<file path="config.mk">
export PLATFORM = sky130hd
export DESIGN_NAME = audio_recorder
export DESIGN_NICKNAME = d
export VERILOG_FILES = /design/src/rtl/audio_pkg.sv /design/src/rtl/audio_recorder_if.sv /design/src/rtl/sram_writer.sv /design/src/rtl/audio_recorder.sv
export SDC_FILE = /design/constraint.sdc
export NUM_CORES = 1
export LEC_CHECK = 0
export ABC_CLOCK_PERIOD_IN_PS = 3100
export BUFFER_PORTS_ARGS = -buffer_cell sky130_fd_sc_hd__buf_4
export CAP_MARGIN = 10
export CORE_ASPECT_RATIO = 0.9
export CORE_MARGIN = 3
export CORE_UTILIZATION = 55
export CTS_BUF_LIST = sky130_fd_sc_hd__clkbuf_16
export DETAILED_ROUTE_END_ITERATION = 10
export PLACE_DENSITY = 0.78
export SYNTH_ARGS = -nofsm -noshare
export SYNTH_HDL_FRONTEND = slang
export SYNTH_SLANG_ARGS = --single-unit
</file>
<file path="constraint.sdc">
create_clock -name clk -period 3.1 [get_ports clk]
set_clock_uncertainty 0.15 [all_clocks]
set_input_delay 0.31 -clock clk [delete_from_list [all_inputs] [get_ports clk]]
set_output_delay 0.31 -clock clk [all_outputs]
set_load 0.005 [all_outputs]
</file>
<file path="src/rtl/audio_pkg.sv">
// rtl/audio_pkg.sv - shared constants, state codes and helpers for the audio recorder
package audio_pkg;

    localparam int SAMPLE_W            = 16;
    localparam int SRAM_ADDR_W         = 20;
    localparam int SAMPLES_PER_SEC_DEF = 32000;

    typedef logic [2:0] ctl_state_t;
    typedef logic [1:0] wr_state_t;

    // Top-level codes are shared with the system controller and the I2S top_state
    localparam ctl_state_t ST_IDLE  = 3'd0;
    localparam ctl_state_t ST_REC   = 3'd1;
    localparam ctl_state_t ST_PAUSE = 3'd2;
    localparam ctl_state_t ST_FLUSH = 3'd3;
    localparam ctl_state_t ST_DONE  = 3'd4;

    localparam wr_state_t W_IDLE   = 2'd0;
    localparam wr_state_t W_SETUP  = 2'd1;
    localparam wr_state_t W_STROBE = 2'd2;
    localparam wr_state_t W_HOLD   = 2'd3;

    function automatic logic [7:0] sat_inc8(input logic [7:0] v);
        return (v == 8'hFF) ? v : v + 8'd1;
    endfunction

endpackage

</file>
<file path="src/rtl/audio_recorder_if.sv">
// rtl/audio_recorder_if.sv - sample push stream between recorder control and SRAM writer
interface audio_recorder_if;
    import audio_pkg::*;

    logic [SAMPLE_W-1:0] tdata;
    logic                tvalid;
    logic                tready;

    modport master (output tdata, output tvalid, input tready);
    modport slave  (input tdata, input tvalid, output tready);

endinterface

</file>
<file path="src/rtl/sram_writer.sv">
// rtl/sram_writer.sv - one-entry holding register plus 3-cycle asynchronous SRAM write sequencer
module sram_writer
    import audio_pkg::*;
#(
    parameter int ADDR_W = SRAM_ADDR_W
) (
    input  logic                clk,
    input  logic                rst_n,
    audio_recorder_if.slave     push,
    input  logic [ADDR_W-1:0]   i_wr_addr,
    output logic                o_busy,
    output logic                o_done,
    output logic [ADDR_W-1:0]   o_sram_addr,
    output logic [SAMPLE_W-1:0] o_sram_dq,
    output logic                o_sram_dq_oe,
    output logic                o_sram_we_n,
    output logic                o_sram_ce_n,
    output logic                o_sram_oe_n,
    output logic                o_sram_lb_n,
    output logic                o_sram_ub_n
);

    wr_state_t           state_q, state_d;
    logic                pending_q, pending_d;
    logic [SAMPLE_W-1:0] hold_q, hold_d;
    logic [ADDR_W-1:0]   addr_q, addr_d;
    logic [SAMPLE_W-1:0] dq_q, dq_d;
    logic                dq_oe_q, dq_oe_d;
    logic                we_n_q, we_n_d;
    logic                ce_n_q, ce_n_d;
    logic                be_n_q, be_n_d;

    // The holding register frees up in W_HOLD, so a sample arriving then is not an overrun
    assign push.tready = !pending_q || (state_q == W_HOLD);
    assign o_busy      = pending_q || (state_q != W_IDLE);
    assign o_done      = (state_q == W_HOLD);

    always_comb begin
        state_d   = state_q;
        pending_d = pending_q;
        hold_d    = hold_q;
        addr_d    = addr_q;
        dq_d      = dq_q;
        dq_oe_d   = dq_oe_q;
        we_n_d    = we_n_q;
        ce_n_d    = ce_n_q;
        be_n_d    = be_n_q;
        case (state_q)
            W_IDLE: begin
                if (pending_q) begin
                    state_d = W_SETUP;
                    addr_d  = i_wr_addr;
                    dq_d    = hold_q;
                    dq_oe_d = 1'b1;
                    ce_n_d  = 1'b0;
                    be_n_d  = 1'b0;
                    we_n_d  = 1'b1;
                end
            end
            W_SETUP: begin
                state_d = W_STROBE;
                we_n_d  = 1'b0;
            end
            W_STROBE: begin
                state_d = W_HOLD;
                we_n_d  = 1'b1;
            end
            default: begin
                state_d   = W_IDLE;
                pending_d = 1'b0;
                dq_oe_d   = 1'b0;
                ce_n_d    = 1'b1;
                be_n_d    = 1'b1;
            end
        endcase
        if (push.tvalid && push.tready) begin
            pending_d = 1'b1;
            hold_d    = push.tdata;
        end
    end

    always_ff @(posedge clk or negedge rst_n) begin
        if (!rst_n) begin
            state_q   <= W_IDLE;
            pending_q <= 1'b0;
            hold_q    <= '0;
            addr_q    <= '0;
            dq_q      <= '0;
            dq_oe_q   <= 1'b0;
            we_n_q    <= 1'b1;
            ce_n_q    <= 1'b1;
            be_n_q    <= 1'b1;
        end else begin
            state_q   <= state_d;
            pending_q <= pending_d;
            hold_q    <= hold_d;
            addr_q    <= addr_d;
            dq_q      <= dq_d;
            dq_oe_q   <= dq_oe_d;
            we_n_q    <= we_n_d;
            ce_n_q    <= ce_n_d;
            be_n_q    <= be_n_d;
        end
    end

    assign o_sram_addr  = addr_q;
    assign o_sram_dq    = dq_q;
    assign o_sram_dq_oe = dq_oe_q;
    assign o_sram_we_n  = we_n_q;
    assign o_sram_ce_n  = ce_n_q;
    assign o_sram_oe_n  = 1'b1;
    assign o_sram_lb_n  = be_n_q;
    assign o_sram_ub_n  = be_n_q;

endmodule

</file>
<file path="src/rtl/audio_recorder.sv">
// rtl/audio_recorder.sv - record control FSM, SRAM write pointer and elapsed-time counter
module audio_recorder
    import audio_pkg::*;
#(
    parameter int                ADDR_W          = SRAM_ADDR_W,
    parameter logic [ADDR_W-1:0] MAX_ADDR        = {ADDR_W{1'b1}},
    parameter int                SAMPLES_PER_SEC = SAMPLES_PER_SEC_DEF
) (
    input  logic                clk,
    input  logic                rst_n,
    input  logic                i_start,
    input  logic                i_pause,
    input  logic                i_stop,
    input  logic [SAMPLE_W-1:0] i_record_data,
    input  logic                i_record_valid,
    output logic [ADDR_W-1:0]   o_sram_addr,
    output logic [SAMPLE_W-1:0] o_sram_dq,
    output logic                o_sram_dq_oe,
    output logic                o_sram_we_n,
    output logic                o_sram_ce_n,
    output logic                o_sram_oe_n,
    output logic                o_sram_lb_n,
    output logic                o_sram_ub_n,
    output logic                o_busy,
    output logic                o_paused,
    output logic                o_full,
    output logic                o_overrun,
    output logic [ADDR_W-1:0]   o_end_addr,
    output logic [7:0]          o_seconds
);

    localparam int PTR_W = ADDR_W + 1;
    localparam int SUB_W = (SAMPLES_PER_SEC > 1) ? $clog2(SAMPLES_PER_SEC) : 1;

    ctl_state_t       state_q, state_d;
    logic [PTR_W-1:0] wr_ptr_q, wr_ptr_d;
    logic [PTR_W-1:0] end_q, end_d;
    logic [SUB_W-1:0] sub_q, sub_d;
    logic [7:0]       sec_q, sec_d;
    logic             full_q, full_d;
    logic             ovr_q, ovr_d;

    logic w_busy, w_done, at_max, last_write;

    audio_recorder_if push_if ();

    assign at_max     = (wr_ptr_q == {1'b0, MAX_ADDR});
    assign last_write = w_done && at_max;

    // A sample landing on the final write's hold cycle has nowhere to go
    assign push_if.tdata  = i_record_data;
    assign push_if.tvalid = i_record_valid && (state_q == ST_REC) && !full_q && !last_write;

    always_comb begin
        state_d  = state_q;
        wr_ptr_d = wr_ptr_q;
        end_d    = end_q;
        sub_d    = sub_q;
        sec_d    = sec_q;
        full_d   = full_q;
        ovr_d    = ovr_q;
        if (push_if.tvalid && !push_if.tready) begin
            ovr_d = 1'b1;
        end
        if (w_done) begin
            wr_ptr_d = wr_ptr_q + PTR_W'(1);
            if (at_max) begin
                full_d = 1'b1;
            end
            if (sub_q == SUB_W'(SAMPLES_PER_SEC - 1)) begin
                sub_d = '0;
                sec_d = sat_inc8(sec_q);
            end else begin
                sub_d = sub_q + SUB_W'(1);
            end
        end
        case (state_q)
            ST_IDLE, ST_DONE: begin
                if (i_start) begin
                    state_d  = ST_REC;
                    wr_ptr_d = '0;
                    sub_d    = '0;
                    sec_d    = '0;
                    full_d   = 1'b0;
                    ovr_d    = 1'b0;
                end
            end
            ST_REC, ST_PAUSE: begin
                if (i_stop || last_write) begin
                    state_d = ST_FLUSH;
                end else if (i_pause) begin
                    state_d = (state_q == ST_REC) ? ST_PAUSE : ST_REC;
                end
            end
            ST_FLUSH: begin
                if (!w_busy) begin
                    state_d = ST_DONE;
                    end_d   = wr_ptr_q;
                end
            end
            default: state_d = ST_IDLE;
        endcase
    end

    always_ff @(posedge clk or negedge rst_n) begin
        if (!rst_n) begin
            state_q  <= ST_IDLE;
            wr_ptr_q <= '0;
            end_q    <= '0;
            sub_q    <= '0;
            sec_q    <= '0;
            full_q   <= 1'b0;
            ovr_q    <= 1'b0;
        end else begin
            state_q  <= state_d;
            wr_ptr_q <= wr_ptr_d;
            end_q    <= end_d;
            sub_q    <= sub_d;
            sec_q    <= sec_d;
            full_q   <= full_d;
            ovr_q    <= ovr_d;
        end
    end

    sram_writer #(.ADDR_W(ADDR_W)) u_writer (
        .clk          (clk),
        .rst_n        (rst_n),
        .push         (push_if.slave),
        .i_wr_addr    (wr_ptr_q[ADDR_W-1:0]),
        .o_busy       (w_busy),
        .o_done       (w_done),
        .o_sram_addr  (o_sram_addr),
        .o_sram_dq    (o_sram_dq),
        .o_sram_dq_oe (o_sram_dq_oe),
        .o_sram_we_n  (o_sram_we_n),
        .o_sram_ce_n  (o_sram_ce_n),
        .o_sram_oe_n  (o_sram_oe_n),
        .o_sram_lb_n  (o_sram_lb_n),
        .o_sram_ub_n  (o_sram_ub_n)
    );

    assign o_busy     = (state_q == ST_REC) || (state_q == ST_PAUSE) || (state_q == ST_FLUSH);
    assign o_paused   = (state_q == ST_PAUSE);
    assign o_full     = full_q;
    assign o_overrun  = ovr_q;
    assign o_end_addr = end_q[ADDR_W] ? {ADDR_W{1'b1}} : end_q[ADDR_W-1:0];
    assign o_seconds  = sec_q;

endmodule

</file>
Yosys cells after proc, flatten, opt, wreduce, memory -nomap -nowiden. Index checks and enable logic that the tools add are counted.

Output and inout bits: 74. Word-level logic and storage cells: 98. Bits of input ports: 22. Register bits: 128.

Add/subtract/negate cells: 3. Bitwise logic cells: 2. Muxes and demuxes: 35. Reductions and logical operators: 28. Equality and inequality tests: 15.

Operators by type and width (count): two-way mux 21 bit (3); two-way mux 15 bit (4); two-way mux 8 bit (5); adder 21 x 1 -> 21 bit, second input constant (1); equality test 21 x 20 -> 1 bit, second input constant (1); two-way mux 20 bit (1); adder 15 x 1 -> 15 bit, second input constant (1); equality test 15 bit, second input constant (1); two-way mux 3 bit (4); two-way mux 1 bit (11); case mux 3 bit (3 select lines) (1); adder 8 x 1 -> 8 bit, second input constant (1); equality test 8 bit, second input constant (1); AND reduction 2 bit (4); equality test 3 x 2 -> 1 bit, second input constant (2); logical AND 1 bit (6); case mux 2 bit (3 select lines) (1); OR reduction 2 bit (3); logical OR 1 bit (5); equality test 2 bit, second input constant (2); zero test 1 bit (4); two-way mux 2 bit (2); != test 2 x 1 -> 1 bit, second input constant (2); != test 2 bit, second input constant (2); 13 further kinds (15).

Logic depth before layout (Yosys ltp).
Word-level depth: 8. Gate-level depth with buffers: 8. Depth with buffers taken out: 6.

Cells and area by module. From an unflattened synthesis, not the netlist that was laid out.

Cells, all modules: 479. Area, all modules: 5884.4 µm².

By module, submodules not included: audio_recorder (instances 1, cells each 340, sequential area each 1751.7 µm², area an instance 3498.4 µm²); sram_writer (instances 1, cells each 139, sequential area each 1453.9 µm², area an instance 2386.0 µm²).

Worst setup path after synthesis. Ideal clock, no wire load.

Path kind: register to register. Start: register u_writer.state_q[0]. End: register u_writer.hold_q[10]. Setup time: 128 ps. Stages on the path, launching flop included: 9. Path buffers: 3. Path slack: 746 ps. Required time: 2822 ps. Clock period less this slack: 2354 ps. Arrival: 2076 ps. Cells stage by stage: dfrtp_1 > ha_1 > buf_2 > and4_1 > clkbuf_1 > and4_1 > a21oi_2 > buf_4 > mux2_1.

Cells in the longest elaborated chain, start to end: 5. Elaborated cells on any way between the ends: 6. Those cells by class: eq/ne (1); reduce/logical (5).

RTL lines: start, declared (line sram_writer.sv:23) `wr_state_t state_q, state_d;`; start signal, assigned (line sram_writer.sv:94) `state_q <= state_d;`; equality test 2 bit (*) (line sram_writer.sv:34, sram_writer.sv:36); logical AND 1 bit (line audio_recorder.sv:48) `assign last_write = w_done && at_max;`; zero test 1 bit (line audio_recorder.sv:52) `assign push_if.tvalid = i_record_valid && (state_q == ST_REC) && !full_q && !last_write;`; logical AND 1 bit (line audio_recorder.sv:52); logical AND 1 bit (*) (line sram_writer.sv:76) `if (push.tvalid && push.tready) begin`; end signal, assigned (line sram_writer.sv:96) `hold_q <= hold_d;`; end, declared (line sram_writer.sv:25) `logic [SAMPLE_W-1:0] hold_q, hold_d;`.

Mark *: on every way between the ends. The rest lies on a longest branch, timed or not. A chain may end at the register's enable or synchronous reset.

Worst setup path in the final report.
Start: register u_writer.state_q[1]. End: register sec_q[3], in the netlist o_seconds[3].

Cells in the longest elaborated chain, start to end: 4.

RTL lines: equality test 2 bit (*) (line sram_writer.sv:36) `assign o_done = (state_q == W_HOLD);`; two-way mux 8 bit (*) (line audio_recorder.sv:65) `if (w_done) begin`; two-way mux 8 bit (line audio_recorder.sv:79) `if (i_start) begin`; two-way mux 8 bit (*) (line audio_recorder.sv:77) `case (state_q)`; via sec_d[3] (line audio_recorder.sv:39) `logic [7:0] sec_q, sec_d;`; end signal, assigned (line audio_recorder.sv:111) `sec_q <= '0;`; end signal, assigned (line audio_recorder.sv:119) `sec_q <= sec_d;`; end, declared (line audio_recorder.sv:39).

Mark *: on every way through the listed nets, which the timed path passes. The rest lies on a longest branch.

==> metrics <==
Layout Cells excl Fill=739; H-tree depth=4; Die H=103 microns; Worst EP required=3.28 ns; maximum vdd drop=0.000706 V; largest cells by area after synthesis=dfrtp_1 55%, mux2_2 12%, nor2_1 2.4%; synthesized instance count=486; fill count=653; I/O Pins=96; clock sink count=128; die area=11700 sq um; met3 WL=856 microns; top layer in use=met4; Setup TNS=0 ns; average cell area after synthesis=11.8 sq um; 1st-pass router iterations=4; CP Launch Type=flop; Routed Antenna Nets=0; final period utilization=80.9%; Sequential cell area=3210 sq um; initial drt markers=249; width of the die=114 microns; footprint of the multi-input gates=2390 sq um; buffers added on ports=94; Skew-Pair Late Insertion Delay=0.41 ns; Area Overhead vs Synth=27.5%; first-pass GRT wire length=21500 microns; maxcap violations=0; Worst-Margin Slew=0.624 ns; TritonCTS clock tree=built; CP Cell Sequence=ha_1 -> buf_4 -> and3_1 -> nand4_1 -> or4_1 -> a21oi_1; WL met2=6380 microns; Setup crit end kind=flop; Mapped Area=5730 sq um; Placer Congestion=0.811; largest net degree at the start of global routing=60; CTS-repair resized insts=0; Finished Cell Area=7310 sq um; Final setup viols=0; post-route core utilization=73.7%; total CTS buffers=17; Diodes inserted=0; final hold slack=0.0194 ns; overflow left after global routing=0; pwr dens=943 nW/um^2; dpl cells=690; post-synth net total=516; CTS clk-pin slew, worst paths=0.06 ns; post-synth cell types=51; critical-path maximum fanout=17; Max stage delay cell, worst path=or4_1; Max Clock Freq=399 MHz; RSZ-0062 raised after global routing=no; share of the synthesized area in the top cell type=55.0%; Synth async-reset ratio=100%; post-synthesis sequential area ratio=55.9%; DRT Wirelength=13000 microns; fin. max-slew vios=0; Post-DP HPWL=8480 microns; Slew headroom=58.4%; layout net count=630; GR Util All Layers=23.4%; vias in the first global route=4347; num rows=34; final hold violations=0; YS warnings=0; area of placed instances=6570 sq um; Clock Path Buffers=2; status=finished, final reports clean; Starting Density=57.8%; post-synth top area cell=dfrtp_1; number of synthesized flops with an enable pin=0; leakage power=0.00346 uW; Met1 Wirelength=5590 microns; post-DR wirelength/cell=17.6 microns; share of layout cells above drive strength 1=36.7%; # DRC=0; Hold WC Path Type=in2reg; critical path arrival=2.69 ns; critical setup path kind=reg2reg; Top FF cell, synth=dfrtp_1; Placeable Area=9910 sq um; synthesized flop and latch total=128; initial antenna violation count=0; post-route minimum period=2.51 ns; Root Buffer=clkbuf_16; Via density=5.71; DR vias=4221; crit-path max cell delay=0.65 ns
==> repair_timing <==
action,in CTS,in global routing
setup endpoints to repair,0,0
hold buffers,17,0
hold endpoints to repair,59,0
buffers inserted,0,0
==> cell type report <==
type	count	area share [%]
inverter	8	0.411
tap	126	2.16
clock buffer	17	5.82
sequential	128	43.9
timing repair buffer	120	13.1
multi-input combinational	325	32.7
clock inverter	15	1.99
==> state kept, by name, indices dropped and copies added (netlist names), 2 cells and up <==
| register | count |
|---|---|
| u_writer.o_sram_dq | 16 |
| o_seconds | 8 |
| u_writer.o_sram_addr | 20 |
| u_writer.state_q | 2 |
| state_q | 3 |
| u_writer.hold_q | 16 |
| wr_ptr_q | 21 |
| end_q | 21 |
| sub_q | 15 |
==> worst max-delay path: cells and delay by family, from the launching register on <==
family | cells | cell delay, ns
flops | 1 | 0.44
fa+ha+maj | 1 | 0.25
buf+inv | 1 | 0.23
compound gates | 1 | 0.17
simple gates | 3 | 1.20
==> metal layers <==
layer / vias up / global-route usage (%)
li1: 1971 / -
met1: 2090 / 29.5
met4: 0 / 8.60
met3: 18 / 7.22
met5: - / 0
met2: 142 / 38.7
==> synthesized netlist by cell type (2+ instances only) <==
cell,instances
mux2_2,62
or3_1,7
inv_1,8
or4_1,8
nand2b_1,2
buf_4,5
o31ai_1,7
a21oi_1,20
nor4_1,5
xor2_1,10
xnor2_1,12
mux2_1,10
and4_1,7
a41oi_1,2
nand4_1,17
dfstp_2,2
and2_1,3
dfrtp_1,126
buf_2,4
nor3b_1,3
clkbuf_1,15
nand2_1,20
nor2b_1,3
and3_1,5
nor3_1,5
nor2_1,37
ha_1,8
nand3_1,17
o21ai_0,14
or2_2,21
==> path summary, 6_finish.rpt <==
path                                          from                 endpoint  slack (ns)  cells after the start
max in group asynchronous                    rst_n     u_writer.o_sram_ce_n        1.69                      3
min reg2reg                u_writer.o_sram_addr[9]  u_writer.o_sram_addr[9]        0.33                      2
min                                         i_stop               state_q[0]        0.02                      2
max                            u_writer.state_q[1]             o_seconds[3]        0.59                      6
min in group asynchronous                    rst_n             o_seconds[4]        0.31                      2
max reg2reg                    u_writer.state_q[1]             o_seconds[3]        0.59                      6
==> per-stage QoR <==
step | setup WS [ns] | power (uW)
floorplan | 0.746 | 3880
global route | 0.388 | 7310
finish | 0.592 | 6890
global placement | 0.800 | 4850
CTS | 0.615 | 6930
detailed placement | 0.677 | 4980
==> cell usage in the layout, fill, tap and decap left out, types with 8 or more instances in the layout <==
master         synthesis  layout
clkbuf_16              0      17
xor2_1                10      10
or2_2                 21      21
dfrtp_1              126     126
nand4_1               17      17
dlygate4sd3_1          0      17
nand3_1               17      17
xnor2_1               12      12
ha_1                   8       8
nor2_1                37      36
a21oi_1               20      20
or4_1                  8       8
mux2_2                62      62
buf_4                  5     102
inv_1                  8       8
o21ai_0               14      14
nand2_1               20      20
mux2_1                10      10
==> power by group <==
group          internal [uW]  leakage, uW  switching (uW)
Clock                   1170     0.000274             725
Combinational           1310      0.00152             893
Sequential              2270      0.00167             522
Total                   4750      0.00346            2140
==> logic make-up (layout without fill, tap and decap cells) <==
family                     after synthesis  count (layout)  share of synthesized area [%]
and+or+nand+nor                        167             167                           16.2
other                                    1               1                         0.0654
buffers and inverters                   33             160                           2.58
DFF                                    128             128                           55.9
xor gates and xnor gates                22              22                           3.36
AOI/OAI and AO/OA                       54              54                           5.76
adders and majority gates                8               8                           1.75
muxes                                   73              73                           14.3
No activity file was read; power rests on OpenSTA's default activity.
